$ cat src/rtl/micro_pkg.sv
// Shared decode constants: micro-ROM start addresses, RV32 opcode/funct fields,
// decoder state and immediate-format enums, and the per-instruction decode table.
package micro_pkg;

  typedef enum logic [1:0] {ST_IDLE, ST_EXEC, ST_SHIFT} state_t;
  typedef enum logic [2:0] {FMT_NONE, FMT_I, FMT_S, FMT_B, FMT_U, FMT_J} imm_fmt_t;

  localparam logic [4:0] ADDR_LW     = 5'd0;
  localparam logic [4:0] ADDR_SW     = 5'd2;
  localparam logic [4:0] ADDR_ADD    = 5'd4;
  localparam logic [4:0] ADDR_AND    = 5'd5;
  localparam logic [4:0] ADDR_XOR    = 5'd6;
  localparam logic [4:0] ADDR_OR     = 5'd7;
  localparam logic [4:0] ADDR_ADDI   = 5'd8;
  localparam logic [4:0] ADDR_ANDI   = 5'd9;
  localparam logic [4:0] ADDR_XORI   = 5'd10;
  localparam logic [4:0] ADDR_ORI    = 5'd11;
  localparam logic [4:0] ADDR_LUI    = 5'd12;
  localparam logic [4:0] ADDR_AUIPC  = 5'd13;
  localparam logic [4:0] ADDR_JAL    = 5'd14;
  localparam logic [4:0] ADDR_JALR   = 5'd16;
  localparam logic [4:0] ADDR_IDLE   = 5'd18;
  localparam logic [4:0] ADDR_BEQ    = 5'd19;
  localparam logic [4:0] ADDR_BLTU   = 5'd21;
  localparam logic [4:0] ADDR_SUB    = 5'd24;
  localparam logic [4:0] ADDR_SLLI   = 5'd27;

  localparam logic [6:0] OP_LOAD   = 7'b0000011;
  localparam logic [6:0] OP_STORE  = 7'b0100011;
  localparam logic [6:0] OP_REG    = 7'b0110011;
  localparam logic [6:0] OP_IMM    = 7'b0010011;
  localparam logic [6:0] OP_LUI    = 7'b0110111;
  localparam logic [6:0] OP_AUIPC  = 7'b0010111;
  localparam logic [6:0] OP_JAL    = 7'b1101111;
  localparam logic [6:0] OP_JALR   = 7'b1100111;
  localparam logic [6:0] OP_BRANCH = 7'b1100011;

  localparam logic [2:0] F3_ADD  = 3'b000;
  localparam logic [2:0] F3_SLL  = 3'b001;
  localparam logic [2:0] F3_LW   = 3'b010;
  localparam logic [2:0] F3_XOR  = 3'b100;
  localparam logic [2:0] F3_OR   = 3'b110;
  localparam logic [2:0] F3_AND  = 3'b111;
  localparam logic [2:0] F3_BEQ  = 3'b000;
  localparam logic [2:0] F3_BNE  = 3'b001;
  localparam logic [2:0] F3_BLTU = 3'b110;
  localparam logic [2:0] F3_BGEU = 3'b111;

  localparam logic [6:0] F7_BASE = 7'b0000000;
  localparam logic [6:0] F7_ALT  = 7'b0100000;

  typedef struct packed {
    logic      legal;
    logic [4:0] addr;
    imm_fmt_t  fmt;
    logic      swap;
    logic      inv;
    logic      shift;
  } dec_t;

  function automatic dec_t decode_inst(input logic [31:0] inst);
    dec_t       d;
    logic [6:0] op;
    logic [2:0] f3;
    logic [6:0] f7;
    op = inst[6:0];
    f3 = inst[14:12];
    f7 = inst[31:25];
    d = '0;
    d.addr = ADDR_IDLE;
    d.fmt  = FMT_NONE;
    case (op)
      OP_LOAD:  if (f3 == F3_LW) begin d.legal = 1'b1; d.addr = ADDR_LW; d.fmt = FMT_I; end
      OP_STORE: if (f3 == F3_LW) begin d.legal = 1'b1; d.addr = ADDR_SW; d.fmt = FMT_S; end
      OP_REG: begin
        if (f7 == F7_BASE) begin
          d.legal = 1'b1;
          case (f3)
            F3_ADD:  d.addr = ADDR_ADD;
            F3_AND:  d.addr = ADDR_AND;
            F3_XOR:  d.addr = ADDR_XOR;
            F3_OR:   d.addr = ADDR_OR;
            default: begin d.legal = 1'b0; d.addr = ADDR_IDLE; end
          endcase
        end else if (f7 == F7_ALT && f3 == F3_ADD) begin
          d.legal = 1'b1;
          d.addr  = ADDR_SUB;
        end
      end
      OP_IMM: begin
        d.fmt   = FMT_I;
        d.legal = 1'b1;
        case (f3)
          F3_ADD: d.addr = ADDR_ADDI;
          F3_AND: d.addr = ADDR_ANDI;
          F3_XOR: d.addr = ADDR_XORI;
          F3_OR:  d.addr = ADDR_ORI;
          // A zero shift amount degenerates to a plain register copy via ADDI.
          F3_SLL: begin
            d.legal = (f7 == F7_BASE);
            d.shift = (f7 == F7_BASE) && (inst[24:20] != 5'd0);
            d.addr  = (f7 != F7_BASE) ? ADDR_IDLE :
                      (inst[24:20] != 5'd0) ? ADDR_SLLI : ADDR_ADDI;
          end
          default: begin d.legal = 1'b0; d.fmt = FMT_NONE; end
        endcase
      end
      OP_LUI:   begin d.legal = 1'b1; d.addr = ADDR_LUI;   d.fmt = FMT_U; end
      OP_AUIPC: begin d.legal = 1'b1; d.addr = ADDR_AUIPC; d.fmt = FMT_U; end
      OP_JAL:   begin d.legal = 1'b1; d.addr = ADDR_JAL;   d.fmt = FMT_J; end
      OP_JALR:  if (f3 == F3_ADD) begin d.legal = 1'b1; d.addr = ADDR_JALR; d.fmt = FMT_I; end
      OP_BRANCH: begin
        d.fmt = FMT_B;
        case (f3)
          F3_BEQ:  begin d.legal = 1'b1; d.addr = ADDR_BEQ;  d.inv = 1'b1; end
          F3_BNE:  begin d.legal = 1'b1; d.addr = ADDR_BEQ;  end
          F3_BLTU: begin d.legal = 1'b1; d.addr = ADDR_BLTU; d.swap = 1'b1; end
          F3_BGEU: begin d.legal = 1'b1; d.addr = ADDR_BLTU; d.swap = 1'b1; d.inv = 1'b1; end
          default: d.fmt = FMT_NONE;
        endcase
      end
      default: d.legal = 1'b0;
    endcase
    return d;
  endfunction

endpackage

$ cat src/rtl/imm_gen.sv
// Combinational RV32 immediate extraction; format is chosen by the decoder.
module imm_gen
  import micro_pkg::*;
(
  input  logic [31:0] i_inst,
  input  imm_fmt_t    i_fmt,
  output logic [31:0] o_imm
);

  always_comb begin
    o_imm = '0;
    case (i_fmt)
      FMT_I:   o_imm = {{20{i_inst[31]}}, i_inst[31:20]};
      FMT_S:   o_imm = {{20{i_inst[31]}}, i_inst[31:25], i_inst[11:7]};
      FMT_B:   o_imm = {{19{i_inst[31]}}, i_inst[31], i_inst[7], i_inst[30:25], i_inst[11:8], 1'b0};
      FMT_U:   o_imm = {i_inst[31:12], 12'd0};
      FMT_J:   o_imm = {{11{i_inst[31]}}, i_inst[31], i_inst[19:12], i_inst[20], i_inst[30:21], 1'b0};
      default: o_imm = '0;
    endcase
  end

endmodule

$ cat src/rtl/inst_decode.sv
// Instruction decode stage: latches one RV32 instruction, hands a micro-ROM start
// address to the micro-sequencer and repeats SLLI as N single-bit shift passes.
module inst_decode
  import micro_pkg::*;
(
  input  logic        clk,
  input  logic        rst,
  input  logic        if_valid_inst,
  input  logic [31:0] if_inst,
  output logic        if_ready,
  input  logic        rf_valid_inst_out,
  output logic [4:0]  decode_addr,
  output logic        id_rf_valid_inst,
  output logic [4:0]  rs1_idx,
  output logic [4:0]  rs2_idx,
  output logic [4:0]  rd_idx,
  output logic [31:0] imm,
  output logic        swap_operands,
  output logic        br_invert,
  output logic        illegal_inst
);

  state_t      r_state;
  logic [4:0]  r_cnt;
  dec_t        w_dec;
  logic [31:0] w_imm;
  logic        w_done;
  logic        w_transfer;

  assign w_dec = decode_inst(if_inst);

  imm_gen u_imm_gen (
    .i_inst (if_inst),
    .i_fmt  (w_dec.fmt),
    .o_imm  (w_imm)
  );

  // The last pending pass frees the slot in the same cycle, so the next word can issue without a bubble.
  assign w_done     = rf_valid_inst_out &
                      ((r_state == ST_EXEC) | ((r_state == ST_SHIFT) & (r_cnt == 5'd1)));
  assign if_ready   = ~rst & ((r_state == ST_IDLE) | w_done);
  assign w_transfer = if_valid_inst & if_ready;

  always_ff @(posedge clk) begin
    if (rst) begin
      r_state          <= ST_IDLE;
      r_cnt            <= 5'd0;
      id_rf_valid_inst <= 1'b0;
      decode_addr      <= ADDR_IDLE;
      rs1_idx          <= 5'd0;
      rs2_idx          <= 5'd0;
      rd_idx           <= 5'd0;
      imm              <= 32'd0;
      swap_operands    <= 1'b0;
      br_invert        <= 1'b0;
      illegal_inst     <= 1'b0;
    end else begin
      illegal_inst <= 1'b0;
      if (w_transfer) begin
        if (w_dec.legal) begin
          r_state          <= w_dec.shift ? ST_SHIFT : ST_EXEC;
          r_cnt            <= w_dec.shift ? if_inst[24:20] : 5'd0;
          id_rf_valid_inst <= 1'b1;
          decode_addr      <= w_dec.addr;
          rs1_idx          <= if_inst[19:15];
          rs2_idx          <= if_inst[24:20];
          rd_idx           <= if_inst[11:7];
          imm              <= w_imm;
          swap_operands    <= w_dec.swap;
          br_invert        <= w_dec.inv;
        end else begin
          r_state          <= ST_IDLE;
          r_cnt            <= 5'd0;
          id_rf_valid_inst <= 1'b0;
          decode_addr      <= ADDR_IDLE;
          illegal_inst     <= 1'b1;
        end
      end else if (w_done) begin
        r_state          <= ST_IDLE;
        r_cnt            <= 5'd0;
        id_rf_valid_inst <= 1'b0;
        decode_addr      <= ADDR_IDLE;
      end else if ((r_state == ST_SHIFT) && rf_valid_inst_out) begin
        // Later shift passes operate on the partially shifted destination.
        r_cnt   <= r_cnt - 5'd1;
        rs1_idx <= rd_idx;
      end
    end
  end

endmodule

$ cat config.mk
export PLATFORM = sky130hd
export DESIGN_NAME = inst_decode
export DESIGN_NICKNAME = d
export VERILOG_FILES = /design/src/rtl/micro_pkg.sv /design/src/rtl/imm_gen.sv /design/src/rtl/inst_decode.sv
export SDC_FILE = /design/constraint.sdc
export NUM_CORES = 1
export LEC_CHECK = 0
export ABC_AREA = 1
export BUFFER_PORTS_ARGS = -buffer_cell sky130_fd_sc_hd__buf_4
export CORE_MARGIN = 10
export CORE_UTILIZATION = 35
export CTS_CLUSTER_DIAMETER = 120
export DETAILED_ROUTE_END_ITERATION = 12
export PLACE_DENSITY = 0.56
export SYNTH_ARGS = -nofsm -noshare
export SYNTH_HDL_FRONTEND = slang
export SYNTH_SLANG_ARGS = --single-unit
$ cat constraint.sdc
create_clock -name clk -period 1.8 [get_ports clk]
set_clock_uncertainty 0.15 [all_clocks]
set_input_delay 0 -clock clk [delete_from_list [all_inputs] [get_ports clk]]
set_output_delay 0 -clock clk [all_outputs]
set_load 0.02 [all_outputs]
==> PnR_summary.wiki, run 1 <==
{| class="wikitable"
! Metric !! Value
|-
| Capture point of the worst reg-to-reg path || imm[24]
|-
| Number of synthesized flops with an enable pin || 0
|-
| Worst voltage drop across the vdd grid || 0.000345 V
|-
| Max cap viols || 0
|-
| Global-route wire length before repair || approximately 20 mm
|-
| Via Count || between 4,000 and 5,000
|-
| Startpoint class of the critical path || register
|-
| Buffer type at the clock tree root || sky130_fd_sc_hd__clkbuf_8
|-
| Fraction of final layout cells sized beyond drive strength 1 || 0.384
|-
| Arrival time worst endpoint || 2000 ps
|-
| Most used standard cells in the synthesized netlist || 170 x sky130_fd_sc_hd__nand2_1, 77 x sky130_fd_sc_hd__nor2_1, 63 x sky130_fd_sc_hd__dfxtp_1
|-
| Worst reg2reg startpoint || r_cnt[1]
|-
| Shortest period the worst path allows || 1880 ps
|-
| Most common cell in the synthesized netlist || sky130_fd_sc_hd__nand2_1
|-
| Final count of negative-setup-slack endpoints || 53
|-
| Fin crit share || 1.05
|-
| RSZ-0062 raised after global routing || yes
|-
| Destination of the worst hold path || imm[9]
|-
| Reg-to-reg setup timing slack || -80 ps
|-
| Violations in the final reports || setup timing
|-
| Part of the Yosys area used for sequential elements || 0.352
|-
| Maximum number of pins on one net before global-route repair || 39
|-
| Final routed wirelength across all metal layers || roughly 13 mm
|-
| Area of the die || 14,700 µm²
|-
| Area growth syn-to-layout || 57.0%
|-
| Die span in x || ~120 µm
|-
| Kind of path behind the tightest hold check || in -> reg
|-
| Required time of the critical path || 1920 ps
|-
| Worst path setup slack after routing || -81.8 ps
|-
| Clock tree from TritonCTS || yes
|-
| Core Region || roughly 9900 µm²
|-
| Power density normalized to cell area || 542 nW/µm²
|-
| Number of antenna violations at the first check in global routing || 0
|-
| Clock tree buffer depth || 2
|-
| Final net count || 750
|-
| Post-route worst hold slack || 3.86 ps
|-
| Initial Utilization || 0.363
|-
| Share of synthesized registers carrying an async set or reset || 0
|-
| Antenna Nets Post-Route || 0
|-
| Worst-margin pin slew || 593 ps
|-
| Drt initial violations || around 240
|-
| H-tree depth || 3
|-
| Worst-Skew Late Latency || 340 ps
|-
| Number of search-and-repair iterations in the first detailed-routing pass || 4
|-
| Clk sink count || 63
|-
| LEAKAGE || 0.00285 µW
|-
| Start point of the worst min-delay path || if_inst[29]
|-
| Number of warnings reported in the yosys synthesis log || 0
|-
| Type of the setup path with the least slack || reg -> reg
|-
| GRT Resource Usage Total || 0.169
|-
| I/O Pins || 93
|-
| Weighted congestion reported at the end of routability-driven placement || slightly above 0.9
|-
| Top cells by area, synth || sky130_fd_sc_hd__dfxtp_1 35%, sky130_fd_sc_hd__nand2_1 18%, sky130_fd_sc_hd__nor2_1 8.1%
|-
| Port Buffers || 92
|-
| Cell accounting for the most synthesized area || sky130_fd_sc_hd__dfxtp_1
|-
| Headroom to the max-slew limit || 0.605
|-
| Dpl cell area || 4610 µm²
|-
| Number of hold violations in the final report || 0
|-
| Hold Path Stages || 5
|-
| Post-synthesis cell count || 561
|-
| Max Slew Vio Count || 0
|-
| Worst Reg-to-Reg Cells || 15
|-
| Clock slew at reported path FFs || approximately 70 ps
|-
| Number of register bits inferred by synthesis || 63
|-
| Die span in y || roughly 120 µm
|-
| Number of global-route vias before repair || 4,128
|-
| Layout filler cell count || 945
|-
| Distinct cell type count after synthesis || 31
|-
| Count of inserted antenna diode cells || 0
|-
| Remaining routing DRC violations || 0
|-
| Post-Synthesis Mean Instance Area || 6.38 µm²
|-
| Most used flip-flop cell after synthesis || sky130_fd_sc_hd__dfxtp_1
|-
| Design area || 5620 µm²
|-
| Share of the synthesized area in the top cell type || 0.352
|-
| Inserted Clock Buffers || 9
|-
| CP Capture Type || register
|-
| Detailed-route vias per instance || 4.85
|-
| Crit Path Max Fanout || 8
|-
| Final HPWL from detailed placement || 9.42 mm
|-
| Total standard cell area after synthesis || 3580 µm²
|-
| Post-synth net total || 599
|-
| Grt ovf || 0
|-
| Per-cell routed wire length || approximately 16 µm
|-
| Run status || complete, but fails checks
|-
| F_max || 531 MHz
|-
| Placement Rows || 36
|}
worst max path at each step:
stage	slack, ps	end	cells past startpoint	from
2_1_floorplan	-20	imm[2]	16	r_cnt[1]
3_3_place_gp	-130	r_cnt[2]	15	r_cnt[1]
3_5_place_dp	-160	r_cnt[3]	15	r_cnt[1]
4_1_cts	-80	rd_idx[0]	14	r_cnt[1]
5_1_grt	-200	r_cnt[4]	16	r_cnt[1]
6_report	-80	imm[24]	15	r_cnt[1]
power breakdown:
part	internal (µW)	switching [µW]
clock	566	572
sequential	1410	9.00
combinational	216	275
total	2190	855
kinds of logic (layout without fill, tap and decap cells):
| logic type | count (synthesis) | count (layout) | share of synthesized area |
|---|---|---|---|
| AOI/OAI and AO/OA | 94 | 94 | 0.140 |
| xor gates and xnor gates | 3 | 3 | 0.00734 |
| adders and majority gates | 2 | 2 | 0.00699 |
| buffers and inverters | 75 | 230 | 0.0926 |
| DFF | 63 | 63 | 0.352 |
| and+or+nand+nor | 324 | 324 | 0.401 |
metrics by stage:
step	utilization	setup WS, ps	TNS, ps	power [µW]	instances
2_1_floorplan	-	-24.0	-290	1650	561
3_3_place_gp	0.467	-133	-4560	1830	795
3_5_place_dp	0.467	-160	-6740	1830	795
4_1_cts	0.529	-83.9	-3640	3020	844
5_1_grt	0.570	-196	-8870	3180	849
6_report	0.570	-81.8	-1960	3050	849
state kept, by name, summed over array words and instances, names as in the netlist:
register	flops
rd_idx	5
decode_addr	5
br_invert	1
id_rf_valid_inst	1
r_state	2
swap_operands	1
imm	32
illegal_inst	1
r_cnt	5
rs1_idx	5
rs2_idx	5
layout make-up:
type                       count  area, µm²  area share
multi-input combinational    423       2340       0.417
timing repair buffer         162       1450       0.258
sequential                    63       1260       0.225
inverter                      53        224      0.0398
tap                          133        166      0.0296
clock buffer                  12        155      0.0276
clock inverter                 3       18.8     0.00334
critical path, stage by stage, from the launching register on:
cell and delay (ps):
sky130_fd_sc_hd__dfxtp_2 320, sky130_fd_sc_hd__inv_2 60, sky130_fd_sc_hd__ha_4 120, sky130_fd_sc_hd__inv_2 30, sky130_fd_sc_hd__nor2_2 70, sky130_fd_sc_hd__nand3_1 90, sky130_fd_sc_hd__nand2_2 80, sky130_fd_sc_hd__nand2_2 70
sky130_fd_sc_hd__nand2_4 70, sky130_fd_sc_hd__nand3_4 100, sky130_fd_sc_hd__inv_4 100, sky130_fd_sc_hd__nand2_8 80, sky130_fd_sc_hd__inv_12 110, sky130_fd_sc_hd__clkbuf_16 190, sky130_fd_sc_hd__nand2_1 60, sky130_fd_sc_hd__a21oi_1 110
per-layer routing:
layer	track usage	part of all wire
met1	0.200	0.42
met2	0.299	0.51
met3	0.0456	0.058
met4	0.0373	0.010
met5	0	0
cells in the final DEF (no fill, tap or decap), types with 4 or more instances in the layout:
| cell | Yosys | layout |
|---|---|---|
| sky130_fd_sc_hd__nand2_1 | 170 | 138 |
| sky130_fd_sc_hd__buf_4 | 1 | 118 |
| sky130_fd_sc_hd__nor2_1 | 77 | 75 |
| sky130_fd_sc_hd__dfxtp_1 | 63 | 61 |
| sky130_fd_sc_hd__a21oi_2 | 5 | 36 |
| sky130_fd_sc_hd__inv_1 | 38 | 35 |
| sky130_fd_sc_hd__dlygate4sd3_1 | 0 | 28 |
| sky130_fd_sc_hd__nand3_1 | 27 | 27 |
| sky130_fd_sc_hd__nand2_2 | 7 | 20 |
| sky130_fd_sc_hd__nand2_4 | 3 | 20 |
| sky130_fd_sc_hd__o21ai_0 | 34 | 20 |
| sky130_fd_sc_hd__a21oi_1 | 50 | 19 |
| sky130_fd_sc_hd__inv_2 | 13 | 14 |
| sky130_fd_sc_hd__nor2_2 | 13 | 14 |
| sky130_fd_sc_hd__o21ai_1 | 0 | 12 |
| sky130_fd_sc_hd__clkbuf_8 | 0 | 11 |
| sky130_fd_sc_hd__nand4_1 | 8 | 8 |
| sky130_fd_sc_hd__buf_6 | 2 | 7 |
| sky130_fd_sc_hd__nand3b_1 | 6 | 6 |
| sky130_fd_sc_hd__buf_12 | 1 | 5 |
| sky130_fd_sc_hd__nor2_4 | 3 | 4 |
| sky130_fd_sc_hd__nor3_1 | 4 | 4 |
timing repair:
item,CTS,global route
gates resized for setup,34,90
setup endpoints to repair,62,63
pin swaps,4,40
setup buffers,4,4
hold buffers,28,0
hold endpoints to repair,40,0
cloned,2,2
Note: power is estimated with default switching activity, not from simulation.
==> run 2, diff against run 1 <==
--- a/config.mk
+++ b/config.mk
@@ -9,3 +9,2 @@
 export BUFFER_PORTS_ARGS = -buffer_cell sky130_fd_sc_hd__buf_4
-export CORE_MARGIN = 10
 export CORE_UTILIZATION = 35
==> constraint.sdc (replaced) <==
create_clock -name clk -period 1.8 [get_ports clk]
set_clock_uncertainty 0.15 [all_clocks]
set_input_delay 0.27 -clock clk [delete_from_list [all_inputs] [get_ports clk]]
set_output_delay 0.27 -clock clk [all_outputs]
set_load 0.02 [all_outputs]
==> PnR_summary.wiki, run 2 (synthesized netlist as in run 1, its figures left out) <==
{| class="wikitable"
! Metric !! Value
|-
| GRT Resource Usage Total || 0.230 (was 0.169)
|-
| Buffer type at the clock tree root || sky130_fd_sc_hd__clkbuf_8 (unchanged)
|-
| Die span in y || 103 µm (was 121 µm)
|-
| Worst reg2reg startpoint || r_cnt[1] (unchanged)
|-
| Number of hold violations in the final report || 0 (unchanged)
|-
| Clock tree buffer depth || 2 (unchanged)
|-
| Clk sink count || 63 (unchanged)
|-
| CTS Hold Buffers Added || 0 (was 28)
|-
| Number of flip-flops in the largest register || 32 (unchanged)
|-
| Violations in the final reports || setup timing (unchanged)
|-
| Run status || complete, but fails checks (unchanged)
|-
| Initial Utilization || 0.363 (unchanged)
|-
| Worst Reg-to-Reg Cells || 16 (was 15)
|-
| Dpl cell area || 4990 µm² (was 4610 µm²)
|-
| Capture point of the worst reg-to-reg path || rs2_idx[3] (was imm[24])
|-
| Reg with most FFs || imm (unchanged)
|-
| Post-layout power || 3260 µW (was 3050 µW)
|-
| Per-cell routed wire length || 13.9 µm (was 15.5 µm)
|-
| Type of the setup path with the least slack || reg -> out (was reg -> reg)
|-
| Inserted Clock Buffers || 9 (unchanged)
|-
| Detailed-route vias per instance || 4.78 (was 4.85)
|-
| Final HPWL from detailed placement || 9.16 mm (was 9.42 mm)
|-
| Via Count || 4,155 (was 4,116)
|-
| I/O Pins || 93 (unchanged)
|-
| Remaining routing DRC violations || 0 (unchanged)
|-
| RSZ-0062 raised after global routing || yes (unchanged)
|-
| Worst-Skew Late Latency || 340 ps (about the same)
|-
| Drt initial violations || 191 (was 238)
|-
| Number of antenna violations at the first check in global routing || 0 (unchanged)
|-
| End of the critical path || if_ready (was imm[24])
|-
| Fraction of final layout cells sized beyond drive strength 1 || 0.413 (was 0.384)
|-
| LEAKAGE || 0.00271 µW (was 0.00285 µW)
|-
| Final net count || 769 (was 750)
|-
| Clock tree from TritonCTS || yes (unchanged)
|-
| Worst-margin pin slew || 513 ps (was 593 ps)
|-
| Kind of path behind the tightest hold check || in -> reg (unchanged)
|-
| Headroom to the max-slew limit || 0.658 (was 0.605)
|-
| Count of inserted antenna diode cells || 0 (unchanged)
|-
| Area of the die || 10,600 µm² (was 14,700 µm²)
|-
| Crit path from || r_cnt[1] (unchanged)
|-
| Core Region || 9860 µm² (unchanged)
|-
| Antenna Nets Post-Route || 0 (unchanged)
|-
| Number of search-and-repair iterations in the first detailed-routing pass || 5 (was 4)
|-
| Max Slew Vio Count || 0 (unchanged)
|-
| Worst path setup slack after routing || -123 ps (was -81.8 ps)
|-
| Grt ovf || 0 (unchanged)
|-
| Final count of negative-setup-slack endpoints || 62 (was 53)
|-
| Die span in x || 103 µm (was 121 µm)
|-
| Startpoint class of the critical path || register (unchanged)
|-
| Layout filler cell count || 949 (was 945)
|-
| Max cap viols || 0 (unchanged)
|-
| Power density normalized to cell area || 582 nW/µm² (was 542 nW/µm²)
|-
| Reg-to-reg setup timing slack || -110 ps (was -80 ps)
|-
| Shortest period the worst path allows || 1920 ps (was 1880 ps)
|-
| Most common cell after layout, fill and taps aside || sky130_fd_sc_hd__buf_4 (was sky130_fd_sc_hd__nand2_1)
|-
| Crit Path Max Fanout || 2 (was 8)
|-
| Final routed wirelength across all metal layers || 12.1 mm (was 13.2 mm)
|-
| Global-route wire length before repair || 18.6 mm (was 20.2 mm)
|-
| Fin crit share || 1.07 (was 1.05)
|-
| Maximum number of pins on one net before global-route repair || 39 (unchanged)
|-
| H-tree depth || 3 (unchanged)
|-
| Leading cell types in the layout, fill and taps excluded || 165 x sky130_fd_sc_hd__buf_4, 159 x sky130_fd_sc_hd__nand2_1, 70 x sky130_fd_sc_hd__nor2_1, 60 x sky130_fd_sc_hd__dfxtp_1, 34 x sky130_fd_sc_hd__inv_1 (was 138 x sky130_fd_sc_hd__nand2_1, 118 x sky130_fd_sc_hd__buf_4, 75 x sky130_fd_sc_hd__nor2_1, 61 x sky130_fd_sc_hd__dfxtp_1, 36 x sky130_fd_sc_hd__a21oi_2)
|-
| Clock slew at reported path FFs || 80 ps (was 70 ps)
|-
| F_max || 520 MHz (was 531 MHz)
|-
| Required time of the critical path || 1380 ps (was 1920 ps)
|-
| Weighted congestion reported at the end of routability-driven placement || 0.920 (was 0.916)
|-
| Port Buffers || 92 (unchanged)
|-
| Number of cells in the finished layout apart from fillers || 869 (was 849)
|-
| Total Negative Setup Slacks || -3950 ps (was -1960 ps)
|-
| Worst setup slack after placement || -223 ps (was -160 ps)
|-
| Design area || 5600 µm² (was 5620 µm²)
|-
| Arrival time worst endpoint || 1500 ps (was 2000 ps)
|-
| Placement Rows || 36 (unchanged)
|-
| Worst voltage drop across the vdd grid || 0.000425 V (was 0.000345 V)
|-
| Area growth syn-to-layout || 56.4% (was 57.0%)
|-
| Number of global-route vias before repair || 3,952 (was 4,128)
|-
| Total placed cells including tap cells || 844 (was 795)
|-
| CP Capture Type || output port (was register)
|}
run 2: changes by cell type in the layout (fill, tap and decap cells not counted), moves of 5 or more:
| cell | change |
|---|---|
| sky130_fd_sc_hd__buf_4 | +47 |
| sky130_fd_sc_hd__nand2_1 | +21 |
| sky130_fd_sc_hd__nand2_4 | -15 |
| sky130_fd_sc_hd__nand2_2 | -6 |
| sky130_fd_sc_hd__a21oi_1 | +9 |
| sky130_fd_sc_hd__o21ai_1 | -9 |
| sky130_fd_sc_hd__dlygate4sd3_1 | -28 |
| sky130_fd_sc_hd__nor2_1 | -5 |
| sky130_fd_sc_hd__a21oi_2 | -11 |
| sky130_fd_sc_hd__o21ai_0 | +7 |
run 2: per-stage QoR:
stage	util	hold slack (ps)
final	0.568	46.5
after global placement	0.506	304
after floorplan	-	264
after global routing	0.568	41.6
after CTS	0.538	34.9
after detailed placement	0.506	303
run 2: final cells by class:
cell class / instances / area, µm² / area share
inverter: 53 / 224 / 0.0400
timing repair inverter: 1 / 11.3 / 0.00201
clock inverter: 5 / 62.6 / 0.0112
timing repair buffer: 180 / 1470 / 0.263
multi-input combinational: 423 / 2250 / 0.401
clock buffer: 11 / 151 / 0.0270
tap: 133 / 166 / 0.0297
sequential: 63 / 1260 / 0.226
run 2: worst min-delay path by stage:
stage | startpoint | end | slack [ps] | depth (start not counted)
after floorplan | if_inst[24] | rs2_idx[4] | 260 | 2
after global placement | id_rf_valid_inst | id_rf_valid_inst | 300 | 2
after detailed placement | id_rf_valid_inst | id_rf_valid_inst | 300 | 2
after CTS | if_inst[10] | rd_idx[3] | 30 | 3
after global routing | if_inst[10] | rd_idx[3] | 40 | 3
final | if_inst[10] | rd_idx[3] | 50 | 3
run 2: where the power goes:
| group | internal (µW) | switching (µW) | total [µW] |
|---|---|---|---|
| Combinational | 216 | 269 | 485 |
| Sequential | 1410 | 9.77 | 1420 |
| Clock | 725 | 630 | 1360 |
run 2: per-layer routing:
| layer | share of wire | wire length, µm | up-vias | GRT usage |
|---|---|---|---|---|
| met2 | 0.48 | 5830 | 91 | 0.408 |
| met4 | 0.013 | 160 | 0 | 0.0628 |
| met3 | 0.040 | 487 | 15 | 0.0414 |
| met5 | 0 | 0 | - | 0 |
| met1 | 0.46 | 5600 | 1919 | 0.285 |
| li1 | - | - | 2130 | - |
run 2: worst max-delay path, cell delays in order (launching register included):
cell                      delay, ps
sky130_fd_sc_hd__dfxtp_2        320
sky130_fd_sc_hd__inv_2           60
sky130_fd_sc_hd__ha_4           130
sky130_fd_sc_hd__inv_2           30
sky130_fd_sc_hd__nor2_2          60
sky130_fd_sc_hd__nand3_1         90
sky130_fd_sc_hd__nand2_2         90
sky130_fd_sc_hd__nand2_2         80
sky130_fd_sc_hd__nand2_4         90
sky130_fd_sc_hd__nand2_2         50
sky130_fd_sc_hd__inv_2           60
sky130_fd_sc_hd__buf_6          100
run 2: what timing repair did:
item,in CTS,in global routing
setup buffers,4,4
resized for setup,21,69
cloned,1,2
pin swaps,2,17
setup endpoints to repair,63,63
